## config.mk

```make
export PLATFORM = sky130hd
export DESIGN_NAME = adder_sched
export DESIGN_NICKNAME = d
export VERILOG_FILES = /design/src/rtl/adder_sched_pkg.sv /design/src/rtl/rr_arbiter.sv /design/src/rtl/adder_sched.sv
export SDC_FILE = /design/constraint.sdc
export NUM_CORES = 1
export LEC_CHECK = 0
export ABC_AREA = 0
export BUFFER_PORTS_ARGS = -buffer_cell sky130_fd_sc_hd__buf_2
export CORE_MARGIN = 2
export CORE_UTILIZATION = 30
export DETAILED_ROUTE_END_ITERATION = 6
export GPL_TIMING_DRIVEN = 1
export HOLD_SLACK_MARGIN = 0.03
export PLACE_DENSITY = 0.55
export SLEW_MARGIN = 20
export SYNTH_ARGS = -nofsm -noshare
export SYNTH_HDL_FRONTEND = slang
export SYNTH_HIERARCHICAL = 1
export SYNTH_SLANG_ARGS = --single-unit
```

## constraint.sdc

```tcl
create_clock -name clk -period 3.36 [get_ports clk]
set_input_delay 0.504 -clock clk [delete_from_list [all_inputs] [get_ports clk]]
set_output_delay 0.504 -clock clk [all_outputs]
set_load 0.02 [all_outputs]
```

## src/rtl/adder_sched_pkg.sv

```systemverilog
// Shared definitions for the adder scheduler: FSM state encoding and
// default sizing constants.
package adder_sched_pkg;

    localparam int DEF_NUM_REQ = 4;
    localparam int DEF_WIDTH   = 4;

    typedef enum logic [1:0] {
        IDLE = 2'd0,
        EXEC = 2'd1,
        RESP = 2'd2
    } state_t;

endpackage

```

## src/rtl/rr_arbiter.sv

```systemverilog
// Round-robin arbiter: picks the first asserted request at or after ptr,
// wrapping from N-1 back to 0. Purely combinational.
module rr_arbiter #(
    parameter int N  = 4,
    parameter int IW = $clog2(N)
) (
    input  logic [N-1:0]  req,
    input  logic [IW-1:0] ptr,
    output logic [N-1:0]  grant,
    output logic [IW-1:0] idx
);

    int   cand;
    logic found;

    // Walk the request vector starting at ptr; the first hit wins.
    always_comb begin
        grant = '0;
        idx   = '0;
        found = 1'b0;
        cand  = 0;
        for (int i = 0; i < N; i++) begin
            cand = int'(ptr) + i;
            if (cand >= N) cand = cand - N;
            if (!found && req[cand]) begin
                found       = 1'b1;
                grant[cand] = 1'b1;
                idx         = IW'(cand);
            end
        end
    end

endmodule

```

## src/rtl/adder_sched.sv

```systemverilog
// Adder scheduler: time-shares one external combinational adder among
// NUM_REQ requesters. Flow per operation is IDLE (grant) -> EXEC (adder
// settles, result captured) -> RESP (held until consumed).
// Handshakes: a request transfers on the cycle req_valid[i] and req_ready[i]
// are both high; a response transfers on the rising edge where rsp_valid and
// rsp_ready are both high. rsp_sum/rsp_id hold while rsp_valid waits.
// Optional feature: define ADDER_SCHED_STATS_EN to add per-requester
// saturating 8-bit grant counters on output grant_cnt.
module adder_sched
    import adder_sched_pkg::*;
#(
    parameter int NUM_REQ = DEF_NUM_REQ,
    parameter int WIDTH   = DEF_WIDTH
) (
    input  logic                       clk,
    input  logic                       rst_n,
    input  logic [NUM_REQ-1:0]         req_valid,
    input  logic [NUM_REQ*WIDTH-1:0]   req_a,
    input  logic [NUM_REQ*WIDTH-1:0]   req_b,
    output logic [NUM_REQ-1:0]         req_ready,
    output logic [WIDTH-1:0]           add_a,
    output logic [WIDTH-1:0]           add_b,
    input  logic [WIDTH-1:0]           add_s,
    input  logic                       add_c,
    output logic                       rsp_valid,
    input  logic                       rsp_ready,
    output logic [WIDTH:0]             rsp_sum,
    output logic [$clog2(NUM_REQ)-1:0] rsp_id
`ifdef ADDER_SCHED_STATS_EN
    ,
    output logic [NUM_REQ*8-1:0]       grant_cnt
`endif
);

    localparam int IW = $clog2(NUM_REQ);

    state_t               state;
    logic [IW-1:0]        ptr;
    logic [NUM_REQ-1:0]   grant;
    logic [IW-1:0]        grant_idx;
    logic                 fire;

    rr_arbiter #(
        .N  (NUM_REQ),
        .IW (IW)
    ) u_arb (
        .req   (req_valid),
        .ptr   (ptr),
        .grant (grant),
        .idx   (grant_idx)
    );

    // A grant happens only in IDLE; rst_n gating forces req_ready low the
    // instant reset is asserted, since it is a same-cycle acceptance strobe.
    assign fire      = (state == IDLE) && (|req_valid);
    assign req_ready = (rst_n && state == IDLE) ? grant : '0;

    // Scheduler FSM: grant and latch operands, capture adder result, hold response.
    always_ff @(posedge clk or negedge rst_n) begin
        if (!rst_n) begin
            state     <= IDLE;
            ptr       <= '0;
            add_a     <= '0;
            add_b     <= '0;
            rsp_valid <= 1'b0;
            rsp_sum   <= '0;
            rsp_id    <= '0;
        end else begin
            case (state)
                IDLE: begin
                    if (fire) begin
                        add_a  <= req_a[grant_idx*WIDTH +: WIDTH];
                        add_b  <= req_b[grant_idx*WIDTH +: WIDTH];
                        rsp_id <= grant_idx;
                        ptr    <= (grant_idx == IW'(NUM_REQ - 1)) ? '0 : grant_idx + 1'b1;
                        state  <= EXEC;
                    end
                end
                EXEC: begin
                    rsp_sum   <= {add_c, add_s};
                    rsp_valid <= 1'b1;
                    state     <= RESP;
                end
                RESP: begin
                    if (rsp_ready) begin
                        rsp_valid <= 1'b0;
                        state     <= IDLE;
                    end
                end
                default: state <= IDLE;
            endcase
        end
    end

`ifdef ADDER_SCHED_STATS_EN
    logic [7:0] cnt [NUM_REQ];

    // Per-requester grant counters, saturating at 255.
    always_ff @(posedge clk or negedge rst_n) begin
        if (!rst_n) begin
            for (int i = 0; i < NUM_REQ; i++) cnt[i] <= '0;
        end else if (fire) begin
            for (int i = 0; i < NUM_REQ; i++) begin
                if (grant[i] && cnt[i] != 8'hFF) cnt[i] <= cnt[i] + 8'd1;
            end
        end
    end

    // Pack counters onto the flat output, requester i at slice i.
    always_comb begin
        grant_cnt = '0;
        for (int i = 0; i < NUM_REQ; i++) grant_cnt[i*8 +: 8] = cnt[i];
    end
`endif

endmodule

```

After elaboration in Yosys (flattened, before gate mapping)
Cells that the tools add are included.
W data, S select, Z words.
{ "totals": {"ram_bits": 0, "in_bits": 44, "rom_bits": 0, "out_inout_bits": 20, "latch_bits": 0, "regBits": 20, "memories": 0} }
{ "classes": {"shifts": 2, "add_sub_neg": 8, "div": 0, "n_eq_ne": 5, "n_mul": 0, "bitwise_logic": 3, "muxes": 42, "n_lt_le_gt_ge": 12, "n_reduce_logical": 18} }
{ "op_table": {"columns": ["cell", "count"], "rows": [
  ["$ge A32 B1 Y1 const B", 4],
  ["$lt A32 B4 Y1 const B", 4],
  ["$mux W32", 4],
  ["$ge A32 B4 Y1 const B", 3],
  ["$sub A32 B4 Y32 const B", 3],
  ["$shiftx A16 B5 Y4", 2],
  ["$mux W4", 5],
  ["$mux W1", 16],
  ["$mux W2", 7],
  ["$or A4 B4 Y4", 3],
  ["$logic_and A1 B1 Y1", 9],
  ["$bmux W1 S2", 4],
  ["$demux W1 S2", 4],
  ["$add A2 B2 Y3 const B", 2],
  ["$pmux W2 S3", 1],
  ["$reduce_and A2 Y1", 3],
  ["$eq A2 B2 Y1 const B", 2],
  ["$ne A2 B2 Y1 const B", 2],
  ["$reduce_or A4 Y1", 1],
  ["$sub A2 B3 Y4 const B", 1],
  ["$add A2 B1 Y3 const B", 1],
  ["$ge A2 B3 Y1 const B", 1],
  ["$logic_not A1 Y1", 3],
  ["$add A2 B1 Y2 const B", 1],
  ["other kinds (4)", 4]
]} }

Depth between registers and ports, before layout
{ "depth": {"depth_word": 17, "depth_mapped": 11, "mapped_depth_nobuf": 10} }

Cells and area by module
Netlist, hierarchy kept.
{ "by_module_without_submodules": {"columns": ["module", "area_each_um2", "cells_each", "seq_area_each_um2", "n_inst"], "rows": [
  ["adder_sched", 1033.5, 65, 500.5, 1],
  ["rr_arbiter", 456.7, 49, 0.0, 1]
]} }

Worst setup path after synthesis
No wires, ideal clock.
{ "synth_timing": {"kind": "register to register", "from": "reg ptr[0]", "to": "reg add_a[1]", "period_less_slack_ns": 3.211, "arrival_ns": 3.086, "path_slack_ns": 0.149, "path_stages_with_launch": 12, "path_buffers": 2, "cell_sequence": "dfrtp_1 buf_2 inv_1 ha_1 mux4_2 nor2b_4 o21ai_1 and3_1 o22ai_1 clkbuf_1 mux4_2 mux2_4"} }
{ "synth_via": {"elab_chain_len": 16} }
{ "synth_lines": {"columns": ["item", "line", "rtl"], "rows": [
  ["start, declared", "adder_sched.sv:38", "logic [IW-1:0] ptr;"],
  ["start signal, assigned", "adder_sched.sv:75", "ptr <= (grant_idx == IW'(NUM_REQ - 1)) ? '0 : grant_idx + 1'b1;"],
  ["branches (longest 14 deep; another with $sub A32 B4 Y32)", null, null],
  ["$mux W2 (*)", "rr_arbiter.sv:25", "if (!found && req[cand]) begin"],
  ["named net grant_idx[1]", "adder_sched.sv:40", "logic [IW-1:0] grant_idx;"],
  ["$shiftx A16 B5 Y4 (*)", "adder_sched.sv:72", "add_a <= req_a[grant_idx*WIDTH +: WIDTH];"],
  ["end signal, assigned", "adder_sched.sv:72", null],
  ["end, declared", "adder_sched.sv:21", "output logic [WIDTH-1:0] add_a,"]
]} }
Mark *: on every way through the listed nets, which the timed path passes. The select of a mux whose other input is x is not followed.
A chain may end at the register's enable or synchronous reset.

Final worst setup path
{ "layout_timing": {"from": "reg ptr[1]", "to": "out req_ready[0]"} }
{ "layout_via": {"elab_chain_len": 16} }
{ "layout_lines": {"columns": ["item", "line", "rtl"], "rows": [
  ["branches (longest 14 deep; another with $sub A32 B4 Y32)", null, null],
  ["$mux W4 (*)", "rr_arbiter.sv:25", null],
  ["named net grant[0]", "adder_sched.sv:39", "logic [NUM_REQ-1:0] grant;"],
  ["$mux W4 (*)", "adder_sched.sv:56", "assign req_ready = (rst_n && state == IDLE) ? grant : '0;"],
  ["end, declared", "adder_sched.sv:20", "output logic [NUM_REQ-1:0] req_ready,"]
]} }
Marked as above.

==> impl_metrics.yaml <==
critical_path:
  required_ns: 2.86
  crit_path_start_kind: "register"
  slowest_delay_ns: 0.46
  crit_path_end_kind: "output pin"
  worst-setup-path-type: "register to output pin"
  r2r_start: "ptr[1]$_DFFE_PN0P_"
  crit_buf_inv: 2
  cp.arrival_ns: 2.37
  crit_start: "ptr[1]$_DFFE_PN0P_"
  crit_slowest_cell: "mux4_2"
  crit_fanout: 8
  critPathTopFamily: "multiplexers"
  worstPathCellList: "inv_1 > ha_1 > mux4_2 > nor3_4 > a22oi_1 > o21ai_1 > and3_1 > buf_2"
grt:
  grt_max_degree: 25
  antenna_found_initial: 0
  grtUsageTotal: 0.139
  grt-ovfl-total: 0
  grt_pass1_vias: 1290
  grt_pass1_wl_um: 5950
timing:
  max_freq_ghz: 0.348
  min_period_over_period: 0.856
  tightestPinTransition_ns: 0.756
  rsz0062_at_grt: "false"
  period_needed_ns: 2.87
  drv_slew: 0
  max_slew_margin: 0.495
  hold_viol: 0
  skew_ns: 0.00257
  setup_violations: 0
  fin_tns_setup_ns: 0
logic_synthesis:
  yosysWarnings: 6
  syn_avg_cell_area_um2: 13.1
  syn-cell-area_um2: 1490
  synthCells: 114
  synth-seq-area-share: 0.336
  ys_ff_latch: 20
  syn-num-nets: 167
  yosysUniqueCellTypes: 35
cts:
  clkTransAtPathRegs_ns: 0.07
  post_cts_resize_count: 0
  cts_root_buffer: "clkbuf_8"
  clk_latency_ns: 0.25
  cts-buffers-inserted: 3
  clk_path_buf_depth: 2
  post-cts-setup-buffer-count: 0
  htree_levels: 1
  cts_hold_buf: 0
  clkSinkCount: 20
  cts_tree: "built"
place:
  place_inst: 242
  portBuffers: 63
  place_congestion: 0.863
  hpwl_um: 2720
drt:
  drt_drc_violations_left: 0
  vias: 1204
  viasPerCell: 4.91
  drtIter0Drc: 38
  firstDrtPassIters: 4
  drt-total-wl_um: 3430
  wl_per_cell_um: 14.0
  drtAntennaViolNets: 0
run:
  maxCapViolCount: 0
die:
  core-area_um2: 4750
  num_io_pins: 64
  row_count: 25
  start_util: 0.313
  chipWidth_um: 74.5
  die_height_um: 74.5
  dieArea_um2: 5550
run_status:
  outcome: "complete, no violations"
final_layout:
  final_common_cell: "buf_2"
  instances_no_fill: 245
  drive_gt1_frac: 0.596
  syn_to_final_growth_pct: 29.2
  fin_nets: 233
  layout_common_cells: "buf_2 (63), dfrtp_1 (20), mux4_2 (11)"
  diodes: 0
pwr:
  irDropWorstVdd_mv: 0.530
  power.leakage_nw: 0.914
  power.density_nw_per_um2: 1140
worst_hold_path:
  hp-class: "input port to asynchronous set/reset pin"
## worst reg2reg max path, cell delays in order (launching register included)
cell and delay (ns):
dfrtp_1 0.34, inv_1 0.11, ha_1 0.43, mux4_2 0.46
nor2b_4 0.21, o21ai_1 0.09, o31ai_2 0.07, buf_4 0.26
mux4_2 0.53, mux2_4 0.27
## power breakdown
| part | switching (W) | internal (W) | leakage (nW) |
|---|---|---|---|
| Clock | 0.0000727 | 0.0000796 | 0.0216 |
| Sequential | 0.0000794 | 0.000374 | 0.235 |
| Combinational | 0.000774 | 0.000810 | 0.657 |
| Total | 0.000926 | 0.00126 | 0.914 |
## synth_stat cells (all sizes together)
cell / instances / area (µm²)
a21oi: 2 / 10.0
a22o: 1 / 8.76
a22oi: 8 / 60.1
a32oi: 1 / 8.76
and3: 5 / 31.3
buf: 4 / 38.8
clkbuf: 2 / 7.51
dfrtp: 20 / 500
ha: 9 / 113
inv: 4 / 15.0
mux2: 17 / 218
mux2i: 2 / 20.0
mux4: 12 / 274
nand2: 2 / 7.51
nand2b: 1 / 13.8
nand3b: 1 / 7.51
nor2: 4 / 15.0
nor2b: 2 / 20.0
nor3: 3 / 31.3
nor3b: 1 / 7.51
nor4: 1 / 12.5
o21a: 1 / 7.51
o21ai: 7 / 35.0
o21bai: 1 / 7.51
o22ai: 1 / 6.26
o31ai: 1 / 7.51
or2: 1 / 6.26
## final cells by class
class	count	area (µm²)
fillers	473	2830
multi-input cells	84	940
flip-flops and latches	20	500
repair buffers	67	345
well taps	67	83.8
clock buffers	3	41.3
inverters	4	15.0
## worst paths after layout
kind                                                to  slack [ns]  cells after the start
worst max-delay path                      req_ready[0]        0.49                      8
worst min-delay path            rsp_sum[2]$_DFFE_PN0P_        0.20                      1
max in group asynchronous           ptr[1]$_DFFE_PN0P_        2.83                      1
worst max register to register    add_a[2]$_DFFE_PN0P_        0.49                      9
min in group clk                rsp_sum[4]$_DFFE_PN0P_        0.48                      2
worst min register to register  rsp_sum[4]$_DFFE_PN0P_        0.51                      1
## routing by layer
metal  track usage  wire length (µm)  vias up
met3        0.0339               269        6
met1         0.167              1370      578
met5             0                 0        -
met4        0.0357                42        0
met2         0.251              1750       50
li1              -                 -      570
## state kept, by name, summed over array words and instances (netlist names)
| name | flops |
|---|---|
| add_b | 4 |
| rsp_valid | 1 |
| add_a | 4 |
| state | 2 |
| ptr | 2 |
| rsp_sum | 5 |
| rsp_id | 2 |
## through the flow
step	util	power [W]	instance area, µm²	setup WS, ns	hold slack [ns]
finish	0.405	0.00219	1930	0.485	0.204
detailed placement	0.395	0.00205	1880	0.493	0.493
floorplan	-	0.00171	1490	0.149	0.208
global placement	0.395	0.00201	1880	0.584	0.487
CTS	0.404	0.00221	1920	0.479	0.228
global route	0.405	0.00238	1930	0.272	0.259
## cells by family (layout without fill, tap and decap cells)
logic type / after synthesis / after routing / synth area share
mux: 31 / 31 / 0.343
compound gates: 23 / 23 / 0.102
simple gates: 21 / 21 / 0.102
flops: 20 / 20 / 0.336
buf+inv: 10 / 74 / 0.0411
fa+ha+maj: 9 / 9 / 0.0756
Note: power is estimated with default switching activity, not from simulation.
